--- config.mk ---
export PLATFORM = sky130hd
export DESIGN_NAME = sram_arbiter_flat
export DESIGN_NICKNAME = d
export VERILOG_FILES = /design/src/rtl/sram_arbiter_if.sv /design/src/rtl/sram_arbiter.sv /design/src/flat_wrapper.sv
export SDC_FILE = /design/constraint.sdc
export NUM_CORES = 1
export LEC_CHECK = 0
export BUFFER_PORTS_ARGS = -buffer_cell sky130_fd_sc_hd__buf_2
export CAP_MARGIN = 15
export CORE_UTILIZATION = 25
export CTS_BUF_LIST = sky130_fd_sc_hd__clkbuf_2 sky130_fd_sc_hd__clkbuf_4 sky130_fd_sc_hd__clkbuf_8
export DETAILED_ROUTE_END_ITERATION = 8
export GPL_ROUTABILITY_DRIVEN = 0
export GPL_TIMING_DRIVEN = 1
export PLACE_DENSITY = 0.49
export SYNTH_ARGS = -nofsm -noshare
export SYNTH_HDL_FRONTEND = slang
export SYNTH_SLANG_ARGS = --single-unit
--- constraint.sdc ---
create_clock -name clk -period 2.2 [get_ports clk]
set_input_delay 0.33 -clock clk [delete_from_list [all_inputs] [get_ports clk]]
set_output_delay 0.33 -clock clk [all_outputs]
set_load 0.01 [all_outputs]
--- src/rtl/sram_arbiter_if.sv ---
// Bus bundle between the 6502 core, the DMA requester and the external SRAM pins.
`timescale 1ns/1ps
interface sram_arbiter_if;
  // CPU side
  logic        cpu_req;
  logic        cpu_we;
  logic [15:0] cpu_addr;
  logic [7:0]  cpu_wdata;
  logic [7:0]  cpu_rdata;
  logic        cpu_rdy;
  // DMA side
  logic        dma_valid;
  logic        dma_we;
  logic [15:0] dma_addr;
  logic [7:0]  dma_wdata;
  logic        dma_ready;
  logic [7:0]  dma_rdata;
  // SRAM pins
  logic [15:0] sram_addr;
  logic [7:0]  sram_dout;
  logic        sram_drive;
  logic        sram_oe_n;
  logic        sram_we_n;
  logic [7:0]  sram_din;

  // Arbiter side
  modport slave (
    input  cpu_req, cpu_we, cpu_addr, cpu_wdata,
    output cpu_rdata, cpu_rdy,
    input  dma_valid, dma_we, dma_addr, dma_wdata,
    output dma_ready, dma_rdata,
    output sram_addr, sram_dout, sram_drive, sram_oe_n, sram_we_n,
    input  sram_din
  );

  // Requester / SRAM-model side
  modport master (
    output cpu_req, cpu_we, cpu_addr, cpu_wdata,
    input  cpu_rdata, cpu_rdy,
    output dma_valid, dma_we, dma_addr, dma_wdata,
    input  dma_ready, dma_rdata,
    input  sram_addr, sram_dout, sram_drive, sram_oe_n, sram_we_n,
    output sram_din
  );
endinterface

--- src/rtl/sram_arbiter.sv ---
// Shares the external async SRAM between the 6502 core (priority) and one DMA
// requester. The CPU is stalled via RDY only during DMA ops and stretched writes;
// a starvation counter forces a DMA slot after MAX_CPU_RUN contended CPU grants.
`timescale 1ns/1ps
module sram_arbiter #(
  parameter int unsigned WR_CYCLES   = 2,
  parameter int unsigned MAX_CPU_RUN = 8
) (
  input logic           clk,
  input logic           reset,
  sram_arbiter_if.slave bus
);

  typedef enum logic [1:0] {StIdle, StCpuWr, StDmaRd, StDmaWr} state_e;

  localparam logic [2:0] WrLast    = 3'(WR_CYCLES - 1);
  localparam logic [7:0] StarveMax = 8'(MAX_CPU_RUN);

  state_e     state_q, state_d;
  logic [2:0] cnt_q, cnt_d;
  logic [7:0] starve_q, starve_d;
  logic       dma_ready_q, dma_ready_d;
  logic [7:0] cpu_rdata_q, cpu_rdata_d;
  logic [7:0] dma_rdata_q, dma_rdata_d;
  logic       dma_pend;

  // A request whose ready pulse is showing has been consumed; it must not win again.
  assign dma_pend = bus.dma_valid & ~dma_ready_q;

  // State, counters and read-data registers.
  always_ff @(posedge clk or negedge reset) begin
    if (!reset) begin
      state_q     <= StIdle;
      cnt_q       <= 3'd0;
      starve_q    <= 8'd0;
      dma_ready_q <= 1'b0;
      cpu_rdata_q <= 8'd0;
      dma_rdata_q <= 8'd0;
    end else begin
      state_q     <= state_d;
      cnt_q       <= cnt_d;
      starve_q    <= starve_d;
      dma_ready_q <= dma_ready_d;
      cpu_rdata_q <= cpu_rdata_d;
      dma_rdata_q <= dma_rdata_d;
    end
  end

  // Arbitration, next state and SRAM pin drive.
  always_comb begin
    state_d        = state_q;
    cnt_d          = cnt_q;
    starve_d       = starve_q;
    dma_ready_d    = 1'b0;
    cpu_rdata_d    = cpu_rdata_q;
    dma_rdata_d    = dma_rdata_q;
    bus.sram_addr  = 16'd0;
    bus.sram_dout  = 8'd0;
    bus.sram_drive = 1'b0;
    bus.sram_oe_n  = 1'b1;
    bus.sram_we_n  = 1'b1;
    bus.cpu_rdy    = 1'b0;

    unique case (state_q)
      StIdle: begin
        bus.cpu_rdy = 1'b1;
        // Reset gates grants so the pins are released the instant reset asserts.
        if (reset) begin
          if (dma_pend && (!bus.cpu_req || starve_q == StarveMax)) begin
            starve_d      = 8'd0;
            bus.cpu_rdy   = 1'b0;
            bus.sram_addr = bus.dma_addr;
            if (bus.dma_we) begin
              bus.sram_dout  = bus.dma_wdata;
              bus.sram_drive = 1'b1;
              bus.sram_we_n  = 1'b0;
              if (WR_CYCLES == 1) begin
                dma_ready_d = 1'b1;
              end else begin
                state_d = StDmaWr;
                cnt_d   = 3'd1;
              end
            end else begin
              bus.sram_oe_n = 1'b0;
              state_d       = StDmaRd;
            end
          end else begin
            if (!dma_pend) begin
              starve_d = 8'd0;
            end else if (bus.cpu_req && starve_q != StarveMax) begin
              starve_d = starve_q + 8'd1;
            end
            if (bus.cpu_req) begin
              bus.sram_addr = bus.cpu_addr;
              if (bus.cpu_we) begin
                bus.sram_dout  = bus.cpu_wdata;
                bus.sram_drive = 1'b1;
                bus.sram_we_n  = 1'b0;
                if (WR_CYCLES != 1) begin
                  bus.cpu_rdy = 1'b0;
                  state_d     = StCpuWr;
                  cnt_d       = 3'd1;
                end
              end else begin
                bus.sram_oe_n = 1'b0;
                cpu_rdata_d   = bus.sram_din;
              end
            end
          end
        end
      end

      // Core holds AB/DO while RDY is low, so the live bus is still the write target.
      StCpuWr: begin
        bus.sram_addr  = bus.cpu_addr;
        bus.sram_dout  = bus.cpu_wdata;
        bus.sram_drive = 1'b1;
        bus.sram_we_n  = 1'b0;
        if (cnt_q == WrLast) begin
          bus.cpu_rdy = 1'b1;
          cnt_d       = 3'd0;
          state_d     = StIdle;
        end else begin
          cnt_d = cnt_q + 3'd1;
        end
      end

      StDmaRd: begin
        bus.sram_addr = bus.dma_addr;
        bus.sram_oe_n = 1'b0;
        dma_rdata_d   = bus.sram_din;
        dma_ready_d   = 1'b1;
        state_d       = StIdle;
      end

      StDmaWr: begin
        bus.sram_addr  = bus.dma_addr;
        bus.sram_dout  = bus.dma_wdata;
        bus.sram_drive = 1'b1;
        bus.sram_we_n  = 1'b0;
        if (cnt_q == WrLast) begin
          dma_ready_d = 1'b1;
          cnt_d       = 3'd0;
          state_d     = StIdle;
        end else begin
          cnt_d = cnt_q + 3'd1;
        end
      end

      default: state_d = StIdle;
    endcase
  end

  assign bus.cpu_rdata = cpu_rdata_q;
  assign bus.dma_ready = dma_ready_q;
  assign bus.dma_rdata = dma_rdata_q;

endmodule

--- src/flat_wrapper.sv ---
// flat-port wrapper written by rule: the top's interface ports become plain ports
module sram_arbiter_flat 
#(
  parameter int unsigned WR_CYCLES   = 2,
  parameter int unsigned MAX_CPU_RUN = 8
)
  (clk, reset, bus_cpu_req, bus_cpu_we, bus_cpu_addr, bus_cpu_wdata, bus_cpu_rdata, bus_cpu_rdy, bus_dma_valid, bus_dma_we, bus_dma_addr, bus_dma_wdata, bus_dma_ready, bus_dma_rdata, bus_sram_addr, bus_sram_dout, bus_sram_drive, bus_sram_oe_n, bus_sram_we_n, bus_sram_din);
  sram_arbiter_if bus_i ();
  input logic clk;
  input logic reset;
  input wire logic [$bits(bus_i.cpu_req)-1:0] bus_cpu_req;
  input wire logic [$bits(bus_i.cpu_we)-1:0] bus_cpu_we;
  input wire logic [$bits(bus_i.cpu_addr)-1:0] bus_cpu_addr;
  input wire logic [$bits(bus_i.cpu_wdata)-1:0] bus_cpu_wdata;
  output wire logic [$bits(bus_i.cpu_rdata)-1:0] bus_cpu_rdata;
  output wire logic [$bits(bus_i.cpu_rdy)-1:0] bus_cpu_rdy;
  input wire logic [$bits(bus_i.dma_valid)-1:0] bus_dma_valid;
  input wire logic [$bits(bus_i.dma_we)-1:0] bus_dma_we;
  input wire logic [$bits(bus_i.dma_addr)-1:0] bus_dma_addr;
  input wire logic [$bits(bus_i.dma_wdata)-1:0] bus_dma_wdata;
  output wire logic [$bits(bus_i.dma_ready)-1:0] bus_dma_ready;
  output wire logic [$bits(bus_i.dma_rdata)-1:0] bus_dma_rdata;
  output wire logic [$bits(bus_i.sram_addr)-1:0] bus_sram_addr;
  output wire logic [$bits(bus_i.sram_dout)-1:0] bus_sram_dout;
  output wire logic [$bits(bus_i.sram_drive)-1:0] bus_sram_drive;
  output wire logic [$bits(bus_i.sram_oe_n)-1:0] bus_sram_oe_n;
  output wire logic [$bits(bus_i.sram_we_n)-1:0] bus_sram_we_n;
  input wire logic [$bits(bus_i.sram_din)-1:0] bus_sram_din;
  assign bus_i.cpu_req = bus_cpu_req;
  assign bus_i.cpu_we = bus_cpu_we;
  assign bus_i.cpu_addr = bus_cpu_addr;
  assign bus_i.cpu_wdata = bus_cpu_wdata;
  assign bus_cpu_rdata = bus_i.cpu_rdata;
  assign bus_cpu_rdy = bus_i.cpu_rdy;
  assign bus_i.dma_valid = bus_dma_valid;
  assign bus_i.dma_we = bus_dma_we;
  assign bus_i.dma_addr = bus_dma_addr;
  assign bus_i.dma_wdata = bus_dma_wdata;
  assign bus_dma_ready = bus_i.dma_ready;
  assign bus_dma_rdata = bus_i.dma_rdata;
  assign bus_sram_addr = bus_i.sram_addr;
  assign bus_sram_dout = bus_i.sram_dout;
  assign bus_sram_drive = bus_i.sram_drive;
  assign bus_sram_oe_n = bus_i.sram_oe_n;
  assign bus_sram_we_n = bus_i.sram_we_n;
  assign bus_i.sram_din = bus_sram_din;
  sram_arbiter #(.WR_CYCLES(WR_CYCLES), .MAX_CPU_RUN(MAX_CPU_RUN)) u_core (.clk(clk), .reset(reset), .bus(bus_i));
endmodule
# == Word-level counts from Yosys, hierarchy flattened ==
# Index checks and enable logic that the tools add are counted.
# classes
n_addsub,2
eq_ne,12
n_mux,48
n_bitwise,4
reduce_logical,12
# ops
op,n
2-to-1 mux 8 bit,8
2-to-1 mux 16 bit,3
one-hot mux 16 bit (3 select lines),1
one-hot mux 8 bit (3 select lines),1
2-to-1 mux 3 bit,6
2-to-1 mux 1 bit,17
2-to-1 mux 2 bit,5
one-hot mux 1 bit (2 select lines),5
AND reduction 5 bit,2
"adder 8 x 1 -> 8 bit, second input constant",1
"== test 8 x 4 -> 1 bit, second input constant",1
"inequality test 8 x 4 -> 1 bit, second input constant",1
"inequality test 3 x 2 -> 1 bit, second input constant",2
"inequality test 3 bit, second input constant",2
one-hot mux 2 bit (3 select lines),1
one-hot mux 3 bit (2 select lines),1
"== test 2 bit, second input constant",2
AND reduction 4 bit,1
OR reduction 2 bit,2
"adder 3 x 1 -> 3 bit, second input constant",1
"== test 3 x 1 -> 1 bit, second input constant",1
NOT 1 bit,3
AND reduction 3 bit,1
"== test 2 x 1 -> 1 bit, second input constant",1
other kinds (8),9
# totals
reg_bits,30
in_bits,62
output_inout_bits,45
word_cells,84

# == Depth between registers and ports, before layout ==
# Gate-level depths: netlist of run 1.
# logic_depth
word_depth,6
ltp_mapped,7
depth_no_buf,6

# == Worst setup path before layout of run 1 ==
# No wires, ideal clock.
# synth_path
kind,register to output
start,register u_core.starve_q[0]
end,output bus_sram_addr[10]
arrival_time_ps,1864
setup_slack_ps,6
stages_incl_launch_ff,8
path_buffers,1
cell_sequence,dfrtp_1 -> inv_1 -> ha_1 -> or4b_4 -> nor3_4 -> o22ai_2 -> buf_6 -> a22o_1
# synth_between
elab_chain_len,6
# synth_rtl
element,line,text
start: declaration,sram_arbiter.sv:21,"logic [7:0] starve_q, starve_d;"
start signal: assignment,sram_arbiter.sv:42,starve_q <= starve_d;
== test 8 x 4 -> 1 bit,sram_arbiter.sv:69,if (dma_pend && (!bus.cpu_req || starve_q == StarveMax)) begin
logical OR 1 bit,sram_arbiter.sv:69,
logical AND 1 bit,sram_arbiter.sv:69,
2-to-1 mux 16 bit,sram_arbiter.sv:69,
2-to-1 mux 16 bit,sram_arbiter.sv:68,if (reset) begin
one-hot mux 16 bit (3 select lines),sram_arbiter.sv:64,unique case (state_q)
end: declaration,flat_wrapper.sv:23,output wire logic [$bits(bus_i.sram_addr)-1:0] bus_sram_addr;
# No other way between the ends.

# == Worst setup path in the final report of run 1 ==
# layout_path
start,register u_core.starve_q[0]
end,output bus_sram_addr[8]
# Same word-level chain as after synthesis.

==> impl_metrics.yaml, run 1 <==
drt:
  vias_after_detailed_routing: 1826
  routed_wl_mm: 5.18
  ant_nets: 0
  post-route-drc-count: 0
  detail_route.first_pass.iterations: 4
  post_drt_via_cell_ratio: 4.88
  dr.first_iter.drc_count: 39
  route.detailed.wl_per_inst_um: 13.9
synthesis:
  synth-seq-area-share: 0.432
  flop_and_latch_count_out_of_synthesis: 30
  asyncSetResetFlopFracSynth: 1.00
  mappedNetlistNets: 224
  mappedNetlistArea_sq_um: 1740
  ys_types: 46
  post_synth_main_area_contributors: "dfrtp_1 43%, a22o_1 13%, mux2_2 10%, nand2_1 2.2%, a31oi_1 1.8%"
  post_synth.cell_area_avg_sq_um: 10.9
  top_cell_type_by_total_area_after_synthesis: "dfrtp_1"
  area_share_of_the_largest_cell_type_after_synthesis: 0.432
  synth-edff-count: 0
  synthesis.yosys.warnings: 0
  ys_dominant_reg_cell: "dfrtp_1"
  postSynthCellCount: 160
clock_network:
  cts-root-buf: "clkbuf_8"
  clock_path_buffers: 2
  tritoncts: "yes"
  clk_transition_reported_paths_ns: 0.07
  clock_insertion_delay_worst_skew_ns: 0.28
  clock_sink_count: 30
  cts-buffers-inserted: 5
  clock_tree.htree_level_count: 2
  number_of_buffers_inserted_by_hold_repair_at_cts: 0
floorplanning:
  floorplan.core_area_sq_um: 6760
  start_util: 0.257
  fp-row-count: 30
  die_w_um: 85.4
  io_pins: 107
  die_height_um: 85.4
  die_area_sq_um: 7290
finish:
  nets: 357
  final_core_util: 0.412
  layout-area-overhead-vs-synth_pct: 60.1
  post_route_cells_drive_above_1_share: 0.595
  antenna_cells_inserted: 0
  finish.cell_count_without_fillers: 374
critical_path:
  timing.rr.start: "u_core.starve_q[0]"
  reg2reg_depth: 8
  critical_path_fanout_max: 8
  worstSetupEndpointType: "output pin"
  rr_endpoint: "u_core.bus.cpu_rdata[3]"
  crit_type: "reg2out"
  worst_reg2reg_setup_slack_ns: -0.10
  critical_path.startpoint_type: "flip-flop"
  critical_path_at_ns: 2.21
  worstPathRequired_ns: 1.87
  crit_end: "bus_sram_addr[8]"
  crit_path_start: "u_core.starve_q[0]"
pwr:
  power.density_nw_per_um2: 1140
  report.power.total_mw: 3.17
  peakVddDrop_uv: 679
  leakage_nw: 1.39
timing:
  finalCritPeriodShare: 1.15
  maxSlewHeadroom: 0.489
  rsz0062_at_grt: "true"
  maxClockFrequency_ghz: 0.394
  setup_viol_count_final: 35
  fin_skew_ns: 0.00692
  report.final.slew_viol_count: 0
  worst_case_hold_slack_ns: 0.143
  worst_slew_pin_slew_ns: 0.763
  finalCriticalPeriod_ns: 2.54
  timing_hold_violations_final: 0
  timing.final.ws_setup_ns: -0.339
global_route:
  grt_use_met2: 0.262
  gr_layer_usage_met1: 0.164
  gr-usage-all-layers: 0.144
  globalRoute.totalOverflow: 0
  grtUsageMet3: 0.0389
  grt_start_max_net_pins: 34
  grt_pass1_wl_mm: 8.31
  grt_pass1_vias: 1833
  antenna_found_initial: 0
  busiest_layer: "met2"
placement:
  detailedPlace.worstSlack_ns: -0.149
  io_buffer_count: 106
  placedCellCount: 361
  post-dp-hpwl_mm: 3.86
min_path:
  hold_class: "in2async"
status:
  status: "finished, violations left"
  violations: "negative setup slack"
run:
  max_cap_violations: 0
==> logic make-up after synthesis <==
group | count (synthesis) | synth area share
buf+inv | 10 | 0.0288
xor+xnor | 4 | 0.0202
compound gates | 55 | 0.245
fa+ha+maj | 2 | 0.0144
simple gates | 43 | 0.156
mux | 16 | 0.104
flops | 30 | 0.432
==> layout by cell type (no fill, tap or decap), drive strengths merged, types with 2 or more instances in the layout <==
cell type and count:
a21oi 6, a22o 26, a31o 2, a31oi 5, and3 2, buf 132, bufinv 2, clkbuf 6
dfrtp 30, ha 2, inv 3, mux2 16, nand2 10, nand2b 5, nand3 4, nor2 3
nor2b 4, nor3 4, nor3b 3, nor4b 2, o21ai 6, o22ai 3, xnor2 3
==> metrics by stage <==
| stage | setup TNS, ns | instance area, sq um |
|---|---|---|
| after floorplan | 0 | 1740 |
| after global placement | -2.65 | 2510 |
| after detailed placement | -3.22 | 2510 |
| after CTS | -7.77 | 2760 |
| after global routing | -11.76 | 2780 |
| final | -7.96 | 2780 |
==> synthesized netlist by cell type (2+ instances only) <==
master,n
dfrtp_1,30
a22o_1,26
mux2_2,16
nand2_1,10
a21oi_1,6
a31oi_1,5
nand2b_1,5
nand3_1,4
nor2b_1,4
o21ai_0,4
clkbuf_1,3
inv_1,3
nor2_1,3
xnor2_1,3
a31o_2,2
and3_1,2
ha_1,2
nor3_1,2
nor3b_1,2
nor4b_1,2
==> layer usage <==
metal	vias up	wire length, um
met2	99	2410
met3	6	520
li1	886	-
met1	835	2190
met4	0	55
met5	-	0
==> registers in the layout, indices dropped and copies added, names as in the netlist <==
| name | flops |
|---|---|
| u_core.starve_q | 8 |
| u_core.bus.dma_ready | 1 |
| u_core.bus.dma_rdata | 8 |
| u_core.cnt_q | 3 |
| u_core.state_q | 2 |
| u_core.bus.cpu_rdata | 8 |
==> critical path, stage by stage, from the launching register on <==
cell and delay, ns:
dfrtp_1 0.40, inv_2 0.09, ha_4 0.12, or4b_4 0.51
nor3_4 0.17, buf_6 0.15, o22ai_4 0.10, a22o_1 0.25
buf_2 0.13
==> worst min-delay path by stage <==
stage	slack (ns)	cells past startpoint	to	from
after global placement	0.46	2	u_core.state_q[1]	reset
after global routing	0.19	2	u_core.bus.dma_rdata[1]	reset
final	0.14	2	u_core.bus.dma_rdata[1]	reset
after CTS	0.16	2	u_core.bus.cpu_rdata[5]	reset
after floorplan	0.03	0	u_core.bus.cpu_rdata[0]	reset
after detailed placement	0.46	2	u_core.starve_q[1]	reset
==> area by class of cell <==
class                      count  area, sq um
multi-input combinational    121         1030
timing repair buffer         132          748
inverter                       3         11.3
clock buffer                   6         82.6
fill                         694         3970
sequential                    30          751
clock inverter                 2         60.1
tap                           80          100
==> power breakdown <==
| group | internal [mW] | leakage (nW) | switching (mW) |
|---|---|---|---|
| Combinational | 0.803 | 0.936 | 0.764 |
| Sequential | 0.758 | 0.380 | 0.146 |
| Clock | 0.483 | 0.0714 | 0.213 |
| Total | 2.04 | 1.39 | 1.12 |
==> what timing repair did <==
action | CTS | global route
buffers inserted | 3 | 1
pin swaps | 28 | 4
setup endpoints to repair | 36 | 36
resized for setup | 14 | 5
gates cloned | 1 | 0
Note: power is estimated with default switching activity, not from simulation.
==> run 2: changes to the inputs <==
--- a/config.mk
+++ b/config.mk
@@ -5,6 +5,7 @@
 export SDC_FILE = /design/constraint.sdc
 export NUM_CORES = 1
 export LEC_CHECK = 0
+export ABC_AREA = 1
 export BUFFER_PORTS_ARGS = -buffer_cell sky130_fd_sc_hd__buf_2
 export CAP_MARGIN = 15
 export CORE_UTILIZATION = 25
==> run 2 against run 1 <==
The run still ends with negative setup slack left. Die area is 5.1% higher. Wire length up 13%. Global-route usage rose by 0.095 points. Power down 8.3%. Cell count is 30% higher. Core utilization grew 0.27 points.
==> impl_metrics.yaml, run 2 <==
drt:
  routed_wl_mm: 5.84
  detail_route.first_pass.iterations: 4
  vias_after_detailed_routing: 2135
  ant_nets: 0
  post-route-drc-count: 0
  post_drt_via_cell_ratio: 4.38
  dr.first_iter.drc_count: 105
  route.detailed.wl_per_inst_um: 12.0
clock_network:
  clock_sink_count: 30
  clock_insertion_delay_worst_skew_ns: 0.29
  cts-root-buf: "clkbuf_8"
  tritoncts: "yes"
  clk_transition_reported_paths_ns: 0.07
  clock_tree.htree_level_count: 2
  cts-buffers-inserted: 5
  clock_path_buffers: 2
finish:
  nets: 455
  layout.filler_cells: 722
  layout-area-overhead-vs-synth_pct: 57.4
  post_route_cells_drive_above_1_share: 0.408
  multi_input_area_sq_um: 1060
  commonest_non_fill_non_tap_cells_in_the_layout: "135 x nand2_1, 103 x buf_2, 30 x dfrtp_1"
  area.sequential_sq_um: 751
  leading_cell_type_in_the_layout_fill_and_taps_excluded: "nand2_1"
  post-route-cell-area_sq_um: 2880
  antenna_cells_inserted: 0
synthesis:
  postSynthCellCount: 260
  synth-seq-area-share: 0.410
  combinational_family_with_the_most_area_after_synthesis: "simple AND/OR/NAND/NOR gates"
  simple_gate_portion_of_the_synthesized_area: 0.409
  synth_xor_area_frac: 0.0287
  synth_common_cells: "139 x nand2_1, 30 x dfrtp_1, 17 x o21ai_0"
  multiplexer_share_of_the_synthesized_area: 0
  post_synth.cell_area_avg_sq_um: 7.04
  synth.most_common_cell: "nand2_1"
  synthAdderAreaFrac: 0.0137
  synthesis.yosys.warnings: 0
  area_share_of_the_largest_cell_type_after_synthesis: 0.410
  synth-edff-count: 0
  mappedNetlistNets: 324
  ys_types: 27
  flop_and_latch_count_out_of_synthesis: 30
  synth_compound_gate_area_share: 0.0848
  asyncSetResetFlopFracSynth: 1.00
  post_synth_main_area_contributors: "dfrtp_1 41%, nand2_1 29%, o21ai_0 4.7%, inv_1 3.1%, nor2_1 2.9%"
  ys_dominant_reg_cell: "dfrtp_1"
  top_cell_type_by_total_area_after_synthesis: "dfrtp_1"
  mappedNetlistArea_sq_um: 1830
pwr:
  leakage_nw: 1.62
  cellInternalPower_mw: 1.79
  switchingPower_mw: 1.11
  netSwitchingFraction: 0.383
  clock_power_share: 0.247
  power.share.combinational: 0.470
  p_seq_frac: 0.283
  peakVddDrop_uv: 538
  power.density_nw_per_um2: 1010
global_route:
  grt_start_max_net_pins: 20
  antenna_found_initial: 0
  globalRoute.totalOverflow: 0
  gr-usage-all-layers: 0.145
  grt_pass1_vias: 1856
  grt_pass1_wl_mm: 8.58
critical_path:
  critical_path.startpoint_type: "flip-flop"
  critical_path_fanout_max: 8
  worstPathRequired_ns: 1.87
  critical_path_at_ns: 1.92
  crit_type: "reg2out"
  worstSetupEndpointType: "output pin"
placement:
  io_buffer_count: 106
  post-dp-hpwl_mm: 4.16
  placedInstanceArea_sq_um: 2490
  detailedPlace.worstSlack_ns: 0.0849
floorplanning:
  floorplan.core_area_sq_um: 6940
  die_w_um: 87.5
  io_pins: 107
  die_area_sq_um: 7660
  start_util: 0.263
  fp-row-count: 30
  die_height_um: 87.5
timing:
  fin_skew_ns: 0.00594
  setup_viol_count_final: 15
  worst_slew_pin_slew_ns: 0.374
  timing.final.ws_setup_ns: -0.0484
  rsz0062_at_grt: "true"
  finalCritPeriodShare: 1.02
  setup-tns-final_ns: -0.459
  report.final.slew_viol_count: 0
  finalCriticalPeriod_ns: 2.25
  timing_hold_violations_final: 0
  maxSlewHeadroom: 0.749
  maxClockFrequency_ghz: 0.445
status:
  violations: "negative setup slack"
  status: "finished, violations left"
run:
  max_cap_violations: 0
min_path:
  hold_class: "in2async"
## run 2: changes by cell type after synthesis, sizes merged, moves of 5 or more
| cell | change |
|---|---|
| nand2 | +132 |
| a22o | -26 |
| mux2 | -16 |
| o21ai | +14 |
| nor2 | +13 |
| inv | +12 |
| nand3 | +8 |
| a31oi | -5 |
| nand2b | -5 |
## run 2: what timing repair did
item / in CTS / in global routing
hold endpoints to repair: 5 / 0
setup endpoints to repair: 27 / 27
gates cloned: 0 / 1
pin swaps: 2 / 13
setup buffers: 4 / 9
gates resized for setup: 3 / 20
hold buffers: 1 / 0
## run 2: cell families after synthesis
logic type,count (synthesis)
DFF,30
xor gates and xnor gates,6
and+or+nand+nor,177
adders and majority gates,2
AOI/OAI and AO/OA,25
buffers and inverters,20
## run 2: final cells by class
type,instances,area share
Clock buffer,6,0.0287
Inverter,16,0.0209
Multi-Input combinational cell,210,0.368
Sequential cell,30,0.261
Tap cell,96,0.0417
Clock inverter,2,0.0209
Timing Repair Buffer,128,0.259
## run 2: final timing paths
| kind | startpoint | to | slack (ns) | cells past startpoint |
|---|---|---|---|---|
| max | u_core.starve_q[1] | bus_sram_addr[2] | -0.05 | 10 |
| min | reset | u_core.starve_q[2] | 0.02 | 2 |
| max reg2reg | u_core.starve_q[1] | u_core.cnt_q[2] | 0.32 | 12 |
| min reg2reg | u_core.bus.dma_rdata[6] | u_core.bus.dma_rdata[6] | 0.47 | 2 |
| max in group asynchronous | reset | u_core.cnt_q[0] | 1.50 | 2 |
| min in group clk | bus_sram_din[4] | u_core.bus.cpu_rdata[4] | 0.26 | 3 |
## run 2: metrics by stage
step	instances	utilization	total power [mW]	hold WS, ns
6_report	488	0.415	2.90	0.0168
3_5_place_dp	465	0.359	1.99	0.181
3_3_place_gp	465	0.359	1.98	0.183
4_1_cts	478	0.389	2.76	0.00835
5_1_grt	488	0.415	3.12	0.0258
2_1_floorplan	260	-	1.50	0.0344
## run 2: per-layer routing
layer  part of all wire  track usage  vias to the layer above
li1                   -            -                     1078
met1               0.44        0.174                      954
met2               0.47        0.246                       92
met3              0.075       0.0386                       11
met4              0.020       0.0551                        0
met5                  0            0                        -
## run 2: worst max-delay path, stage by stage, from the launching register on
cell and delay [ns]:
dfrtp_1 0.41, inv_2 0.09, ha_4 0.15, nand3_4 0.08
o21ai_4 0.19, nand2_4 0.09, o21ai_4 0.20, clkbuf_16 0.18
nand2_1 0.05, nand2_1 0.05, buf_2 0.12
## run 2: power by group through the flow
stage          Combinational (mW)  Sequential, mW  Clock (mW)
3_5_place_dp                 1.16           0.827           0
3_3_place_gp                 1.15           0.829           0
2_1_floorplan               0.600           0.901           0
4_1_cts                      1.21           0.820       0.734
6_report                     1.36           0.821       0.717
5_1_grt                      1.52           0.848       0.752
